`config.mk`:
```
export PLATFORM = sky130hd
export DESIGN_NAME = id_stage_p
export DESIGN_NICKNAME = d
export VERILOG_FILES = /design/src/rtl/pipe_pkg.sv /design/src/rtl/regfile_2r1w.sv /design/src/rtl/id_stage_p.sv
export SDC_FILE = /design/constraint.sdc
export NUM_CORES = 2
export LEC_CHECK = 0
export ABC_CLOCK_PERIOD_IN_PS = 6100
export CAP_MARGIN = 20
export CORE_MARGIN = 2
export CORE_UTILIZATION = 50
export DETAILED_ROUTE_END_ITERATION = 12
export DONT_BUFFER_PORTS = 1
export PLACE_DENSITY = 0.63
export SYNTH_ARGS = -nofsm -noshare
export SYNTH_HDL_FRONTEND = slang
export SYNTH_HIERARCHICAL = 1
export SYNTH_SLANG_ARGS = --single-unit
```
`constraint.sdc`:
```
create_clock -name clk -period 6.1 [get_ports clk]
set_input_delay 1.22 -clock clk [delete_from_list [all_inputs] [get_ports clk]]
set_output_delay 1.22 -clock clk [all_outputs]
set_load 0.05 [all_outputs]
```
`src/rtl/pipe_pkg.sv`:
```
// Shared decode definitions for the MIPS pipeline: opcodes, control widths,
// the packed ID/EX control bundle and the opcode-to-control decoder.
package pipe_pkg;

  localparam logic [5:0] OP_RTYPE = 6'h00;
  localparam logic [5:0] OP_LW    = 6'h23;
  localparam logic [5:0] OP_SW    = 6'h2B;
  localparam logic [5:0] OP_BEQ   = 6'h04;
  localparam logic [5:0] OP_ADDI  = 6'h08;

  localparam int WB_W    = 2;
  localparam int M_W     = 3;
  localparam int ALUOP_W = 2;

  typedef struct packed {
    logic [WB_W-1:0]    wb;      // {regwrite, memtoreg}
    logic [M_W-1:0]     m;       // {branch, memread, memwrite}
    logic               regdst;
    logic [ALUOP_W-1:0] aluop;
    logic               alusrc;
  } ctl_t;

  localparam ctl_t BUBBLE = ctl_t'(0);

  function automatic ctl_t decode_ctl(input logic [5:0] op);
    ctl_t c;
    c = BUBBLE;
    case (op)
      OP_RTYPE: begin c.wb = 2'b10; c.regdst = 1'b1; c.aluop = 2'b10; end
      OP_LW:    begin c.wb = 2'b11; c.m = 3'b010; c.alusrc = 1'b1; end
      OP_SW:    begin c.m = 3'b001; c.alusrc = 1'b1; end
      OP_BEQ:   begin c.m = 3'b100; c.aluop = 2'b01; end
      OP_ADDI:  begin c.wb = 2'b10; c.alusrc = 1'b1; end
      default:  c = BUBBLE;
    endcase
    return c;
  endfunction

  // rt is a source operand only for these; for lw/addi it is the destination
  function automatic logic uses_rt(input logic [5:0] op);
    return (op == OP_RTYPE) || (op == OP_SW) || (op == OP_BEQ);
  endfunction

endpackage

```
`src/rtl/regfile_2r1w.sv`:
```
// Two-read, one-write register file with synchronous clear and hard-wired r0.
// Same-cycle write/read forwarding is enabled by defining ID_WB_BYPASS_EN.
module regfile_2r1w
  import pipe_pkg::*;
#(
  parameter  int XLEN   = 32,
  parameter  int NREG   = 32,
  localparam int REG_AW = $clog2(NREG)
) (
  input  logic              clk,
  input  logic              rst_n,
  input  logic [REG_AW-1:0] raddr1,
  input  logic [REG_AW-1:0] raddr2,
  output logic [XLEN-1:0]   rdata1,
  output logic [XLEN-1:0]   rdata2,
  input  logic              we,
  input  logic [REG_AW-1:0] waddr,
  input  logic [XLEN-1:0]   wdata
);

  logic [XLEN-1:0] regs [NREG];
  logic [XLEN-1:0] raw1, raw2;

  always_ff @(posedge clk) begin
    if (!rst_n) begin
      for (int i = 0; i < NREG; i++) regs[i] <= '0;
    end else if (we && (waddr != '0)) begin
      regs[waddr] <= wdata;
    end
  end

  assign raw1 = (raddr1 == '0) ? '0 : regs[raddr1];
  assign raw2 = (raddr2 == '0) ? '0 : regs[raddr2];

`ifdef ID_WB_BYPASS_EN
  assign rdata1 = (we && (waddr != '0) && (waddr == raddr1)) ? wdata : raw1;
  assign rdata2 = (we && (waddr != '0) && (waddr == raddr2)) ? wdata : raw2;
`else
  assign rdata1 = raw1;
  assign rdata2 = raw2;
`endif

endmodule

```
`src/rtl/id_stage_p.sv`:
```
// Parametrised MIPS decode stage: register file, control decode, load-use
// stall and branch squash feeding the ID/EX register. Optional: ID_WB_BYPASS_EN.
module id_stage_p
  import pipe_pkg::*;
#(
  parameter  int XLEN   = 32,
  parameter  int NREG   = 32,
  localparam int REG_AW = $clog2(NREG)
) (
  input  logic              clk,
  input  logic              rst_n,
  input  logic [31:0]       if_id_instr,
  input  logic [XLEN-1:0]   if_id_npc,
  input  logic              if_id_valid,
  input  logic              ex_mem_pcsrc,
  input  logic [REG_AW-1:0] mem_wb_rd,
  input  logic              mem_wb_regwrite,
  input  logic [XLEN-1:0]   wb_writedata,
  output logic              stall,
  output logic              id_ex_valid,
  output logic [1:0]        wb_ctl,
  output logic [2:0]        m_ctl,
  output logic              regdst,
  output logic              alusrc,
  output logic [1:0]        aluop,
  output logic [XLEN-1:0]   npc,
  output logic [XLEN-1:0]   rdata1,
  output logic [XLEN-1:0]   rdata2,
  output logic [XLEN-1:0]   sext,
  output logic [REG_AW-1:0] rs,
  output logic [REG_AW-1:0] rt,
  output logic [REG_AW-1:0] rd
);

  logic [5:0]        op_id;
  logic [REG_AW-1:0] rs_id, rt_id, rd_id;
  logic [XLEN-1:0]   rf_rdata1, rf_rdata2;
  ctl_t              ctl_q;
  logic              hazard;

  assign op_id = if_id_instr[31:26];
  assign rs_id = if_id_instr[21 +: REG_AW];
  assign rt_id = if_id_instr[16 +: REG_AW];
  assign rd_id = if_id_instr[11 +: REG_AW];

  regfile_2r1w #(.XLEN(XLEN), .NREG(NREG)) u_rf (
    .clk    (clk),
    .rst_n  (rst_n),
    .raddr1 (rs_id),
    .raddr2 (rt_id),
    .rdata1 (rf_rdata1),
    .rdata2 (rf_rdata2),
    .we     (mem_wb_regwrite),
    .waddr  (mem_wb_rd),
    .wdata  (wb_writedata)
  );

  // A load in EX whose destination feeds this instruction must wait one cycle
  assign hazard = id_ex_valid && ctl_q.m[1] && (rt != '0) &&
                  ((rt == rs_id) || ((rt == rt_id) && uses_rt(op_id)));
  assign stall  = hazard && if_id_valid && !ex_mem_pcsrc && rst_n;

  always_ff @(posedge clk) begin
    if (!rst_n || ex_mem_pcsrc || stall || !if_id_valid) begin
      id_ex_valid <= 1'b0;
      ctl_q       <= BUBBLE;
      npc         <= '0;
      rdata1      <= '0;
      rdata2      <= '0;
      sext        <= '0;
      rs          <= '0;
      rt          <= '0;
      rd          <= '0;
    end else begin
      id_ex_valid <= 1'b1;
      ctl_q       <= decode_ctl(op_id);
      npc         <= if_id_npc;
      rdata1      <= rf_rdata1;
      rdata2      <= rf_rdata2;
      sext        <= XLEN'($signed(if_id_instr[15:0]));
      rs          <= rs_id;
      rt          <= rt_id;
      rd          <= rd_id;
    end
  end

  assign wb_ctl = ctl_q.wb;
  assign m_ctl  = ctl_q.m;
  assign regdst = ctl_q.regdst;
  assign alusrc = ctl_q.alusrc;
  assign aluop  = ctl_q.aluop;

endmodule

```
**Word level (Yosys, flattened, before mapping)**

Memories as Yosys holds them, arrays and structs flattened. A register that Yosys moved wholly into a read port is not among the register bits.
Cells that the tools add are included.

- Register bits after elaboration: 73
- Bits in writable memories: 1024
- Bits of input ports: 106
- Output and inout bits: 154
- Logic and storage cells: 58
- Memories kept: 1

Memory list:

| name | depth | width | rd ports | clocked after Yosys merged registers in | wr ports | line | RTL |
|---|---|---|---|---|---|---|---|
| u_rf.regs | 32 | 32 | 2 | 2 | 32 | regfile_2r1w.sv:21 | `logic [XLEN-1:0] regs [NREG];` |

- Equal/unequal tests: 6
- Mux-type cells: 13
- Reductions and logical operators: 27

Operator list:

| operator | count |
|---|---|
| $mux 32 | 1 |
| $reduce_or 32->1 | 1 |
| $eq 6x6->1 const B | 2 |
| $eq 5x5->1 | 2 |
| $logic_not 5->1 | 2 |
| $reduce_bool 5->1 | 2 |
| $pmux 3 s3 | 1 |
| $logic_and 1x1->1 | 8 |
| $mux 1 | 8 |
| $pmux 2 s2 | 2 |
| $eq 6x3->1 const B | 1 |
| $eq 6x4->1 const B | 1 |
| $logic_not 6->1 | 1 |
| $logic_or 1x1->1 | 6 |
| $reduce_or 2->1 | 3 |
| $mux 5 | 1 |
| $logic_not 1->1 | 3 |
| $reduce_or 3->1 | 1 |

**Logic depth before layout (Yosys ltp)**

- Depth after elaboration: 12
- Depth in mapped cells: 11
- Depth with buffers taken out: 6

**Hierarchy**

Netlist, hierarchy kept.

Modules (own cells, without submodules):

| module | instances | cells each | area an instance (µm²) | sequential area each (µm²) |
|---|---|---|---|---|
| regfile_2r1w | 1 | 3509 | 54204.5 | 30749.5 |
| id_stage_p | 1 | 483 | 4484.3 | 2622.5 |

**Worst setup path before layout**

Ideal clock, no wire load.

- Path kind: input port to flip-flop
- From: input rst_n
- To: memory u_rf.regs[24][0] (enable)
- Library setup time: 0.466 ns
- Data arrival time: 4.290 ns
- Required time: 5.634 ns
- Slack: 1.344 ns
- Cell stages on the path: 5
- Path buffers: 2
- Path through: buf_2 > nand2_1 > or3_1 > clkbuf_1 > o21ai_0

RTL lines:

| element | line | RTL |
|---|---|---|
| from (decl) | id_stage_p.sv:11 | `input logic rst_n,` |
| to (decl) | regfile_2r1w.sv:21 |  |

**Final worst setup path**

- From: input if_id_instr[16]
- To: output stall

- Cells in the longest elaborated chain, start to end: 7

RTL lines:

| element | line | RTL |
|---|---|---|
| from (decl) | id_stage_p.sv:12 | `input logic [31:0] if_id_instr,` |
| $eq 5x5->1 | id_stage_p.sv:60 | `((rt == rs_id) \|\| ((rt == rt_id) && uses_rt(op_id)));` |
| $logic_and 1x1->1 | id_stage_p.sv:60 |  |
| $logic_or 1x1->1 | id_stage_p.sv:60 |  |
| $logic_and 1x1->1 | id_stage_p.sv:59 | `assign hazard = id_ex_valid && ctl_q.m[1] && (rt != '0) &&` |
| $logic_and 1x1->1 (3 in series) | id_stage_p.sv:61 | `assign stall = hazard && if_id_valid && !ex_mem_pcsrc && rst_n;` |
| to (decl) | id_stage_p.sv:19 | `output logic stall,` |

Every way passes these cells.

==> results.ini <==
[worst_setup_path]
setup.worst_path.class = primary input to primary output
slowest_cell_on_the_critical_path = sky130_fd_sc_hd__a211oi_2
arr_time_crit_path_ns = 3.25
critical_path_cell_list = xnor2_1, nand2b_1, or3_1, a211oi_2
critical_path_buf_inv_count = 0
cp_max_fo = 313
r2r_slack_ns = 3.44
required_time_worst_endpoint_ns = 4.88
critical_path.startpoint_type = primary input
end_kind = primary output
cp_top_family = compound AO/OA/AOI/OAI gates
critPathMaxStageDelay_ns = 0.77

[sta]
drv_slew = 135
final_hold_viol_count = 0
worst-slew-pin-transition_ns = 1.75
layout_min_cycle_time_ns = 4.47
rsz0062_at_grt = no
worst_clock_skew_ns = 0.0240
tns_ns = 0
setup-violations-final = 0
final.period_utilization_pct = 73.3
timing.final.ws_setup_ns = 1.63
fmax_mhz = 224
timing.max_slew.rel_slack_pct = -16.3

[run_status]
result_of_the_run = complete, but fails checks
failed_checks = slew limit

[synth]
number_of_synthesis_warnings = 6
synth_top_area_share_pct = 52.4
number_of_flip_flops_and_latches_in_the_synthesized_netlist = 1155
yosys-top-cells-area = sky130_fd_sc_hd__edfxtp_1, sky130_fd_sc_hd__mux4_2, sky130_fd_sc_hd__and2_1
synthesis.area_per_instance_sq_um = 14.7
synth_top_area_cell = sky130_fd_sc_hd__edfxtp_1
synth_enable_flop_cells = 1024
ys_async_rst_share_pct = 0
synth_flop_cell = sky130_fd_sc_hd__edfxtp_1
synth.cells.most_frequent = sky130_fd_sc_hd__edfxtp_1, sky130_fd_sc_hd__and2_1, sky130_fd_sc_hd__mux4_2, sky130_fd_sc_hd__clkbuf_1, sky130_fd_sc_hd__nor3_1
proportion_of_synthesized_chip_area_in_sequential_cells_pct = 56.9
count_leader_synth = sky130_fd_sc_hd__edfxtp_1
post_synth_instance_area_sq_um = 58700
synthCells = 3992
synth_cell_types = 50

[clocking]
post_cts.repair.setup_buffers = 0
cts_tree = built
cts_hold_repair.buffers = 0
postCtsResizedCells = 0
clockRootBuffer = sky130_fd_sc_hd__clkbuf_16
clockBufferDepth = 3
insertion_delay_ns = 0.75
cts_inserted_buffers = 130
clock_sink_count = 1155
path_clk_slew_ns = 0.06
cts-htree-levels = 4

[finish]
nets = 3897
layout-drive-gt1-share_pct = 21.9
final_cell_count_no_fill = 5419
layout.cell_area.non_filler_sq_um = 63800
synthesis_to_layout_area_growth_pct = 8.73

[die]
rows = 125
initial_utilization_pct = 50.4
io_pins = 260
die_area_sq_um = 120000
fp.dieW_um = 347
dieHeight_um = 347
core_footprint_sq_um = 116000

[place]
placer_congestion_estimate = 0.857
detailedPlacementHpwl_mm = 102
port_buffers = 0
dp_slack_ns = 1.86
post-place-cells = 5183
placed_cell_area_sq_um = 59700

[detailed_routing]
detail_route.vias_per_cell = 6.62
routed_wl_mm = 185
wl_per_cell_um = 34.1
drt_drc_violations_left = 0
drtAntennaViolNets = 0
vias = 35900
initialDrtViolationCount = 4459
firstDrtPassIters = 6

[grt]
globalRoute.busiestLayer = met2
grt_use_met2_pct = 46.7
largest_net_degree_at_the_start_of_global_routing = 314
antenna_found_initial = 6
globalRouteOverflowTotal = 0
use_met3_pct = 8.31
number_of_global_route_vias_before_repair = 35700
gr-usage-all-layers_pct = 30.7
grt.met1_usage_pct = 41.8
grt_pass1_wl_mm = 263

[pwr]
powerDensity_nw_per_um2 = 290
leakagePower_uw = 0.0218
post-layout-total-power_uw = 18500
ir_drop_v = 0.000281

[hold_path]
timing.hold.worst.class = primary input to flip-flop

[job]
maxCapViolations = 0

final timing paths:
check | start | end | depth (start not counted)
hold reg to reg | u_rf/regs[16][29]$_SDFFCE_PN0P_ | rdata2[29]$_SDFF_PP0_ | 5
setup reg to reg | rt[1]$_SDFF_PP0_ | rdata2[10]$_SDFF_PP0_ | 5
setup / recovery | if_id_instr[16] | stall | 4
hold / removal | if_id_instr[14] | sext[14]$_SDFF_PP0_ | 2
flip-flops by register name, indices dropped and copies added (netlist names):
name / count
rs: 5
wb_ctl: 2
aluop: 2
sext: 16
rdata1: 32
u_rf/regs: 1024
npc: 32
rdata2: 32
id_ex_valid: 1
rt: 5
m_ctl: 2
regdst: 1
alusrc: 1
layout make-up:
cell class	instances	area, sq um
fill	9287	52500
multi-input combinational	2414	23700
sequential	1155	33400
inverter	2	7.51
clock inverter	47	338
clock buffer	188	3740
antenna	1	2.50
tap	1524	1910
timing repair buffer	88	747
cells by family after synthesis:
| group | Yosys count | synth area share, % |
|---|---|---|
| multiplexers | 655 | 21.3 |
| flip-flops | 1155 | 56.9 |
| AND/OR/NAND/NOR | 1422 | 14.1 |
| other | 1 | 0.00639 |
| AO/OA/AOI/OAI | 295 | 3.71 |
| XOR/XNOR | 10 | 0.149 |
| buffers and inverters | 454 | 3.90 |
metal layers:
layer / vias to the layer above / wire [um]
li1: 14800 / -
met1: 18500 / 72000
met2: 2221 / 84200
met3: 353 / 20400
met4: 0 / 8120
met5: - / 0
power breakdown:
group / leakage, uW / internal [uW] / switching, uW
logic: 0.00893 / 783 / 774
registers: 0.0108 / 9020 / 329
clock network: 0.00201 / 4420 / 3170
worst register-to-register path, delay by kind of cell, from the launching register on:
kind,cells,cell delay (ns)
and+or+nand+nor,3,1.04
DFF,1,0.74
buffers and inverters,1,0.54
xor gates and xnor gates,1,0.20
layout by cell type, fill, tap and decap left out, types with 9 or more instances in the layout:
master                         n
sky130_fd_sc_hd__a2111oi_0    16
sky130_fd_sc_hd__a2111oi_1    13
sky130_fd_sc_hd__a211oi_1     34
sky130_fd_sc_hd__a21oi_1      11
sky130_fd_sc_hd__a22o_1       51
sky130_fd_sc_hd__a22oi_1      18
sky130_fd_sc_hd__and2_1      995
sky130_fd_sc_hd__buf_4        81
sky130_fd_sc_hd__clkbuf_1     41
sky130_fd_sc_hd__clkbuf_16   139
sky130_fd_sc_hd__clkinv_1     15
sky130_fd_sc_hd__clkinv_2     22
sky130_fd_sc_hd__conb_1       32
sky130_fd_sc_hd__dfxtp_1     130
sky130_fd_sc_hd__edfxtp_1   1024
sky130_fd_sc_hd__mux2_2       31
sky130_fd_sc_hd__mux2i_1     154
sky130_fd_sc_hd__mux4_2      470
sky130_fd_sc_hd__nand2_1     132
sky130_fd_sc_hd__nor2_2       18
sky130_fd_sc_hd__nor2_4       14
sky130_fd_sc_hd__nor2b_1      13
sky130_fd_sc_hd__nor3_1      183
sky130_fd_sc_hd__nor4_1        9
sky130_fd_sc_hd__o21ai_4      31
sky130_fd_sc_hd__o221ai_1     27
sky130_fd_sc_hd__o22ai_1      79
sky130_fd_sc_hd__xnor2_1       9
stage by stage:
step	hold WS (ns)	util, %
floorplan	0.833	-
global placement	0.958	51.3
detailed placement	0.953	51.3
CTS	0.546	54.8
global route	0.574	54.8
finish	0.589	54.8
Power figures use the tool's default switching activity.
